$ cat config.mk
export PLATFORM = sky130hd
export DESIGN_NAME = pipe_hazard_ctrl
export DESIGN_NICKNAME = d
export VERILOG_FILES = /design/src/rtl/pipe_hazard_ctrl_pkg.sv /design/src/rtl/pipe_hazard_ctrl_md_seq.sv /design/src/rtl/pipe_hazard_ctrl.sv
export SDC_FILE = /design/constraint.sdc
export NUM_CORES = 1
export LEC_CHECK = 0
export ABC_AREA = 1
export CORE_ASPECT_RATIO = 1.75
export CORE_UTILIZATION = 55
export CTS_BUF_LIST = sky130_fd_sc_hd__clkbuf_4
export DETAILED_ROUTE_END_ITERATION = 6
export PLACE_DENSITY = 0.88
export SYNTH_ARGS = -nofsm -noshare
export SYNTH_HDL_FRONTEND = slang
export SYNTH_SLANG_ARGS = --single-unit
$ cat constraint.sdc
create_clock -name clk -period 4.8 [get_ports clk]
set_clock_uncertainty 0.15 [all_clocks]
set_input_delay 1.2 -clock clk [delete_from_list [all_inputs] [get_ports clk]]
set_output_delay 1.2 -clock clk [all_outputs]
set_load 0.01 [all_outputs]
$ cat src/rtl/pipe_hazard_ctrl_pkg.sv
// Shared types for the pipeline hazard controller: MULT/DIV sequencer states and register constants.
// Latency: n/a (declarations only).
// Backpressure: n/a.
package pipe_ctrl_pkg;

  // MULT/DIV sequencer: IDLE (no op), BUSY (counting down), DONE (HI/LO write cycle).
  typedef enum logic [1:0] {
    IDLE = 2'd0,
    BUSY = 2'd1,
    DONE = 2'd2
  } md_state_t;

  // $zero is hard-wired; a load targeting it never creates a real dependency.
  localparam logic [4:0] REG_ZERO = 5'd0;

endpackage

$ cat src/rtl/pipe_hazard_ctrl_md_seq.sv
// MULT/DIV sequencer: tracks an in-flight HI/LO operation and strobes its completion.
// Latency: start seen in cycle t -> BUSY for N cycles -> md_done_o in cycle t+N+1 (N = MUL/DIV_CYCLES).
// Backpressure: none; a start while BUSY is ignored, an op in flight always runs to completion.
// Ports:
//   clk, rst_n      clock, async active-low reset (abandons any op in flight)
//   md_start_i      EX holds a valid MULT/DIV this cycle
//   md_div_i        1 = divide latency, 0 = multiply latency
//   md_busy_o       registered, high whenever state_o != IDLE
//   md_done_o       registered, high exactly in the DONE cycle
//   state_o         current sequencer state
module md_seq
  import pipe_ctrl_pkg::*;
#(
  parameter int MUL_CYCLES = 4,
  parameter int DIV_CYCLES = 32,
  parameter int CNT_W      = 6
) (
  input  logic      clk,
  input  logic      rst_n,
  input  logic      md_start_i,
  input  logic      md_div_i,
  output logic      md_busy_o,
  output logic      md_done_o,
  output md_state_t state_o
);

  localparam logic [CNT_W-1:0] MUL_LOAD = CNT_W'(MUL_CYCLES - 1);
  localparam logic [CNT_W-1:0] DIV_LOAD = CNT_W'(DIV_CYCLES - 1);

  md_state_t        state_q;
  logic [CNT_W-1:0] cnt_q;
  logic [CNT_W-1:0] load_d;
  logic             busy_q;
  logic             done_q;

  // Counter loads N-1 so that BUSY lasts exactly N cycles (N..1 remaining -> 0).
  assign load_d = md_div_i ? DIV_LOAD : MUL_LOAD;

  always_ff @(posedge clk or negedge rst_n) begin
    if (!rst_n) begin
      state_q <= IDLE;
      cnt_q   <= '0;
      busy_q  <= 1'b0;
      done_q  <= 1'b0;
    end else begin
      case (state_q)
        IDLE: begin
          if (md_start_i) begin
            state_q <= BUSY;
            cnt_q   <= load_d;
            busy_q  <= 1'b1;
          end
        end
        BUSY: begin
          if (cnt_q == '0) begin
            state_q <= DONE;
            done_q  <= 1'b1;
          end else begin
            cnt_q <= cnt_q - CNT_W'(1);
          end
        end
        DONE: begin
          done_q <= 1'b0;
          // Back-to-back op: the next one may start in the write-back cycle.
          if (md_start_i) begin
            state_q <= BUSY;
            cnt_q   <= load_d;
          end else begin
            state_q <= IDLE;
            busy_q  <= 1'b0;
          end
        end
        default: begin
          state_q <= IDLE;
          busy_q  <= 1'b0;
          done_q  <= 1'b0;
        end
      endcase
    end
  end

  assign md_busy_o = busy_q;
  assign md_done_o = done_q;
  assign state_o   = state_q;

endmodule

$ cat src/rtl/pipe_hazard_ctrl.sv
// Pipeline hazard controller: load-use stalls, taken-branch flushes, HI/LO-pending holds, stall counter.
// Latency: control outputs are combinational from inputs and registered MD state (same cycle).
// Backpressure: stalls drop pc_en/ifid_en and bubble ID/EX; a taken branch overrides any stall.
// Ports:
//   clk, rst_n                         clock, async active-low reset
//   id_* / ex_*                        ID and EX stage observation inputs
//   pc_en, ifid_en, ifid_clr, idex_clr pipeline register controls
//   md_busy, md_done                   MULT/DIV in flight / one-cycle HI/LO write strobe
//   stall_cycles                       wrapping count of cycles with pc_en low out of reset
module pipe_hazard_ctrl
  import pipe_ctrl_pkg::*;
#(
  parameter int MUL_CYCLES = 4,
  parameter int DIV_CYCLES = 32,
  parameter int CNT_W      = 6
) (
  input  logic        clk,
  input  logic        rst_n,
  input  logic        id_valid,
  input  logic [4:0]  id_rs,
  input  logic [4:0]  id_rt,
  input  logic        id_use_rs,
  input  logic        id_use_rt,
  input  logic        id_md_op,
  input  logic        id_reads_hilo,
  input  logic        ex_valid,
  input  logic        ex_mem_to_reg,
  input  logic        ex_reg_write,
  input  logic [4:0]  ex_wb_reg,
  input  logic        ex_md_op,
  input  logic        ex_md_div,
  input  logic        ex_branch_taken,
  output logic        pc_en,
  output logic        ifid_en,
  output logic        ifid_clr,
  output logic        idex_clr,
  output logic        md_busy,
  output logic        md_done,
  output logic [31:0] stall_cycles
);

  md_state_t   md_state;
  logic        md_start;
  logic        load_use;
  logic        md_hold;
  logic [31:0] stall_q;

  assign md_start = ex_valid & ex_md_op;

  assign load_use = id_valid & ex_valid & ex_mem_to_reg & ex_reg_write &
                    (ex_wb_reg != REG_ZERO) &
                    ((id_use_rs & (id_rs == ex_wb_reg)) |
                     (id_use_rt & (id_rt == ex_wb_reg)));

  // HI/LO consumers wait while an op is in flight, including the DONE cycle, so
  // they are released only once HI/LO has been written. A start this cycle counts too.
  assign md_hold = id_valid & (id_md_op | id_reads_hilo) &
                   ((md_state != IDLE) | md_start);

  md_seq #(
    .MUL_CYCLES (MUL_CYCLES),
    .DIV_CYCLES (DIV_CYCLES),
    .CNT_W      (CNT_W)
  ) u_md_seq (
    .clk        (clk),
    .rst_n      (rst_n),
    .md_start_i (md_start),
    .md_div_i   (ex_md_div),
    .md_busy_o  (md_busy),
    .md_done_o  (md_done),
    .state_o    (md_state)
  );

  always_comb begin
    pc_en    = 1'b1;
    ifid_en  = 1'b1;
    ifid_clr = 1'b0;
    idex_clr = 1'b0;
    if (!rst_n) begin
      pc_en    = 1'b0;
      ifid_en  = 1'b0;
      ifid_clr = 1'b1;
      idex_clr = 1'b1;
    end else if (ex_branch_taken) begin
      // Redirect wins: wrong-path IF/ID and ID/EX contents are discarded anyway.
      ifid_clr = 1'b1;
      idex_clr = 1'b1;
    end else if (load_use | md_hold) begin
      pc_en    = 1'b0;
      ifid_en  = 1'b0;
      idex_clr = 1'b1;
    end
  end

  always_ff @(posedge clk or negedge rst_n) begin
    if (!rst_n) begin
      stall_q <= '0;
    end else if (!pc_en) begin
      stall_q <= stall_q + 32'd1;
    end
  end

  assign stall_cycles = stall_q;

endmodule

Yosys cells after proc, flatten, opt, wreduce, memory -nomap -nowiden:

Index checks and enable logic that the tools add are counted.

* input bits: 28
* output and inout port bits: 38
* logic and storage cells: 63
* register bits after elaboration: 42

* bitwise operators: 16
* eq/ne operators: 9
* mux-type cells: 21
* add/subtract/negate cells: 2
* reductions and logical operators: 10

Operators with widths (number)
* 32-bit by 1-bit adder with 32-bit output, second input constant: 1
* 1-bit two-way mux: 12
* 6-bit two-way mux: 2
* 6-bit one-hot mux with 2 select lines: 1
* 1-bit bitwise AND: 10
* 5-bit equality test: 2
* 6-bit logical NOT: 1
* 2-bit != test, second input constant: 3
* 2-bit one-hot mux with 3 select lines: 1
* 3-bit AND reduction: 2
* 6-bit by 1-bit subtractor with 6-bit output, second input constant: 1
* 5-bit two-way mux: 1
* 5-bit nonzero test: 1
* 2-bit two-way mux: 2
* 2-bit by 1-bit != test with 1-bit output, second input constant: 2
* 1-bit bitwise OR: 4
* 2-bit AND reduction: 2
* 2-bit nonzero test: 2
* 1-bit one-hot mux with 3 select lines: 1
* 2-bit by 1-bit equality test with 1-bit output, second input constant: 1
* 2-bit equality test, second input constant: 1
* 2-bit logical NOT: 1
* 1-bit NOT: 2
* 1-bit one-hot mux with 2 select lines: 1
* 2-bit OR reduction: 1

Longest topological paths before layout:

* depth in word-level cells: 9
* gate-level depth with buffers: 13
* gate-level depth less buffers: 12

Modules after synthesis:

A second synthesis with hierarchy kept.

* cell total of the unflattened synthesis: 426
* area total of the unflattened synthesis: 2880.3 µm²

Modules (own cells, without submodules)
* pipe_hazard_ctrl: cells each 357, seq. area each 800.8 µm², instances 1, area each 2336.0 µm²
* md_seq: cells each 69, seq. area each 250.2 µm², instances 1, area each 544.3 µm²

Least setup slack after synthesis:

Ideal clock, no wire load.

* path type: input -> output
* start: in ex_wb_reg[2]
* end: out pc_en
* stages on the path: 13
* arrival time: 2.201 ns
* data required time: 3.450 ns
* slack: 1.249 ns
* path buffers: 2
* path through: inv_1 -> nand2_1 -> nand2_1 -> nor2_1 -> nand3_1 -> nand2_1 -> nand2_1 -> nand2_1 -> nand2_2 -> nand2_4 -> buf_6 -> inv_1 -> buf_4

* longest elaborated chain between the ends: 8
* elaborated cells on any way between the ends: 12
* those cells by class: eq/ne (2); mux (3); bitwise (6); reduce/logical (1)

Ends and longest elaborated chain
* start, declared: RTL line pipe_hazard_ctrl.sv:29 `input logic [4:0] ex_wb_reg,`
* 5-bit equality test (on tied branches): RTL line pipe_hazard_ctrl.sv:52, pipe_hazard_ctrl.sv:53
* 1-bit bitwise AND (on tied branches): RTL line pipe_hazard_ctrl.sv:52, pipe_hazard_ctrl.sv:53
* 1-bit bitwise OR: RTL line pipe_hazard_ctrl.sv:52 `((id_use_rs & (id_rs == ex_wb_reg)) |`
* 1-bit bitwise AND *: RTL line pipe_hazard_ctrl.sv:51 `(ex_wb_reg != REG_ZERO) &`
* 1-bit bitwise OR *: RTL line pipe_hazard_ctrl.sv:88 `end else if (load_use | md_hold) begin`
* 1-bit two-way mux * (3 in series)
* end, declared: RTL line pipe_hazard_ctrl.sv:33 `output logic pc_en,`

Every way passes the cells marked *; elsewhere a longest branch is shown, timed or not.

Worst setup path in the final report:

* start: in ex_wb_reg[3]
* end: out pc_en

* longest elaborated chain between the ends: 8
* elaborated cells on any way between the ends: 12
* those cells by class: eq/ne (2); mux (3); bitwise (6); reduce/logical (1)

Ends and longest elaborated chain
* 5-bit equality test (on tied branches): RTL line pipe_hazard_ctrl.sv:52, pipe_hazard_ctrl.sv:53
* 1-bit bitwise AND (on tied branches): RTL line pipe_hazard_ctrl.sv:52, pipe_hazard_ctrl.sv:53
* 1-bit bitwise OR: RTL line pipe_hazard_ctrl.sv:52
* 1-bit bitwise AND *: RTL line pipe_hazard_ctrl.sv:51
* 1-bit bitwise OR *: RTL line pipe_hazard_ctrl.sv:88
* 1-bit two-way mux *: RTL line pipe_hazard_ctrl.sv:88
* 1-bit two-way mux *: RTL line pipe_hazard_ctrl.sv:84 `end else if (ex_branch_taken) begin`
* 1-bit two-way mux *: RTL line pipe_hazard_ctrl.sv:79 `if (!rst_n) begin`

Marked as above.

==> summary.txt <==
Logic synthesis
  • Post-Synthesis Cells: 407
  • Syn_nets: 438
  • Adder-cell share of the synthesized area: 1.66%
  • Largest family of logic cells by synthesized area: simple AND/OR/NAND/NOR gates
  • Avg Inst Size Synth: 7.03 sq um
  • Synth warn: 0
  • Cell area after synthesis: 2860 sq um
  • Mux share of post-synthesis cell area: 0%
  • Yosys cell types: 35
  • Simple-Gate Fraction of Synth Area: 41.8%
  • Sequential fraction of the synthesis area: 36.7%
  • Post-Synth XOR/XNOR Area: 8.88%
  • Register bit count reported by yosys: 42
  • Compound-cell area share of the yosys netlist: 2.89%

CTS
  • Clk slew on worst S/H paths: 0.14 ns
  • Root buffer cell: clkbuf_4
  • Longest Clk Path Bufs: 2
  • CTS sink count: 42
  • H-tree levels: 2
  • Gates resized, CTS repair: 0
  • CTS Buf Count: 5
  • Worst skew pair latency: 0.37 ns
  • Post-CTS setup buffer count: 0
  • TritonCTS clock tree: done
  • Hold buffers post-CTS: 0

Global routing
  • Vias in the first global route: 2,686
  • First-pass GRT wire length: 11,800 um
  • Initial antenna violation count: 0
  • Largest net degree at the start of global routing: 69
  • Total track usage: 26.9%
  • Total gr overflow: 0

Timing
  • Fin. Hold Viols: 0
  • Setup TNS: 0 ns
  • RSZ-0062 raised after global routing: false
  • Worst-Margin Slew: 0.719 ns
  • Slew Viols, Final: 0
  • Relative slew slack: 52.1%
  • Highest Clock Rate: 232 MHz
  • Hold Slack: 0.320 ns
  • Minimum clock period after layout: 4.31 ns
  • Final period utilization: 89.8%
  • Final Setup Violations: 0

Floorplanning
  • Die height: 97.4 um
  • Die width: 56.5 um
  • Die ar.: 5510 sq um
  • Initial Utilization: 57.5%
  • Core area: 4980 sq um
  • Row count: 34
  • Ports: 66

Setup path
  • CP endpoint kind: primary output
  • Worst Path Required: 3.45 ns
  • Critical path type: in -> out
  • Arr. time, crit path: 2.96 ns
  • Startpoint types: input port
  • Worst Path Max Fanout: 4

Route
  • Initial DRC count: 114
  • Vias: 2,823
  • DRT Wirelength: 6980 um
  • Post-DR wirelength/cell: 13.3 um
  • Vias/cell: 5.38
  • # DRC: 0
  • Drt first pass iters: 5
  • ANT nets after route: 0

Pwr
  • Worst VDD drop: 322 uV
  • Pwr Total: 0.00106 W
  • PwrDens: 296 nW/um^2
  • Leakage power: 1.78 nW

Finish
  • # fillers: 399
  • Layout cells sized above 1: 6.79%
  • Multi-input gate area: 1580 sq um
  • Layout Cells excl Fill: 525
  • Seq. cell area: 1050 sq um
  • P&R area growth vs syn: 25.9%
  • Fin nets: 501
  • Post-Route Utilization: 72.4%
  • # diodes: 0

Outcome
  • Outcome: complete, no violations

Place
  • DPL Wire Length: 5220 um
  • PortBufs: 65
  • Dpl cells: 517
  • RePlAce Congestion: 0.898

Job
  • MaxCap Viol Count: 0

Min path
  • Worst min path class: reg -> reg
-- worst paths after layout --
kind	startpoint	endpoint	slack, ns	cells past startpoint
min in group asynchronous	rst_n	u_md_seq.cnt_q[0]$_DFFE_PN0P_	0.52	1
min reg2reg	u_md_seq.state_o[1]$_DFFE_PN0P_	u_md_seq.state_o[1]$_DFFE_PN0P_	0.32	1
min	u_md_seq.state_o[1]$_DFFE_PN0P_	u_md_seq.state_o[1]$_DFFE_PN0P_	0.32	1
max in group asynchronous	rst_n	stall_cycles[16]$_DFFE_PN0N_	2.98	2
max	ex_wb_reg[3]	pc_en	0.49	13
max reg2reg	u_md_seq.state_o[0]$_DFFE_PN0P_	stall_cycles[25]$_DFFE_PN0N_	2.89	8
-- layout make-up --
class | count | area share, %
multi-input combinational | 312 | 43.9
sequential | 42 | 29.2
timing repair buffer | 68 | 18.5
inverter | 41 | 4.27
tap | 54 | 1.87
clock inverter | 3 | 1.25
clock buffer | 5 | 1.04
-- state kept, by name, indices dropped and copies added (netlist names) --
register	count
u_md_seq.md_done_o	1
u_md_seq.cnt_q	6
u_md_seq.md_busy_o	1
u_md_seq.state_o	2
stall_cycles	32
-- logic make-up (layout without fill, tap and decap cells) --
logic type                 after synthesis  in the layout
and+or+nand+nor                        265            265
buffers and inverters                   53            117
DFF                                     42             42
xor gates and xnor gates                29             29
AOI/OAI and AO/OA                       14             14
adders and majority gates                4              4
-- per-stage QoR --
stage | instance area [sq um] | setup slack, ns
global placement | 3520 | 0.572
CTS | 3600 | 0.496
global route | 3600 | 0.342
floorplan | 2860 | 1.25
finish | 3600 | 0.491
detailed placement | 3520 | 0.491
-- critical path, stage by stage --
cell	delay [ns]
clkdlybuf4s50_1	0.47
inv_1	0.08
nand2_1	0.07
nand2_1	0.05
nor2_1	0.13
nand3_1	0.09
nand2_1	0.07
nand2_1	0.06
nand2_1	0.08
nand2_2	0.08
nand2_4	0.06
inv_1	0.05
clkdlybuf4s50_1	0.46
-- where the power goes --
group | switching (W) | internal (W) | leakage (nW)
Combinational | 0.000191 | 0.000162 | 1.18
Sequential | 0.0000630 | 0.000412 | 0.557
Clock | 0.000127 | 0.000109 | 0.0374
Total | 0.000381 | 0.000684 | 1.78
-- Yosys cell counts, drive strengths merged --
master | instances | area [sq um]
a21oi | 3 | 15.0
ha | 3 | 37.5
maj3 | 1 | 10.0
xor2 | 18 | 158
o211ai | 1 | 7.51
nor3b | 1 | 7.51
and3 | 1 | 6.26
a31oi | 3 | 18.8
clkinv | 1 | 3.75
nand3 | 41 | 223
clkbuf | 2 | 7.51
nor2 | 41 | 174
nand3b | 2 | 15.0
o21ai | 4 | 20.0
inv | 40 | 150
buf | 10 | 68.8
nand4 | 13 | 81.3
a21o | 1 | 7.51
xnor2 | 11 | 96.3
nand2 | 149 | 589
o22ai | 1 | 6.26
nor3 | 17 | 100
a22oi | 1 | 7.51
dfrtp | 42 | 1050
-- cell usage in the layout, fill, tap and decap left out, types with 2 or more instances in the layout --
cell type	n
nand2_4	3
xor2_1	18
inv_2	5
a21oi_1	3
nand2_2	3
nor3_2	3
nor2_1	37
nor2_2	2
clkinvlp_4	2
clkdlybuf4s50_1	64
o21ai_0	4
buf_4	3
xnor2_1	11
ha_1	3
dfrtp_1	42
nand4_1	13
nand3b_1	2
nand2_1	143
clkbuf_4	5
nor3_1	14
nor2_4	2
nand3_1	39
a31oi_1	3
inv_1	35
-- routing by layer --
metal	GRT usage [%]	vias to the layer above	part of all wire, %
li1	-	1425	-
met1	31.3	1306	39
met2	47.9	71	54
met3	3.46	21	3.3
met4	12.2	0	3.0
met5	0	-	0
Note: power is estimated with default switching activity, not from simulation.
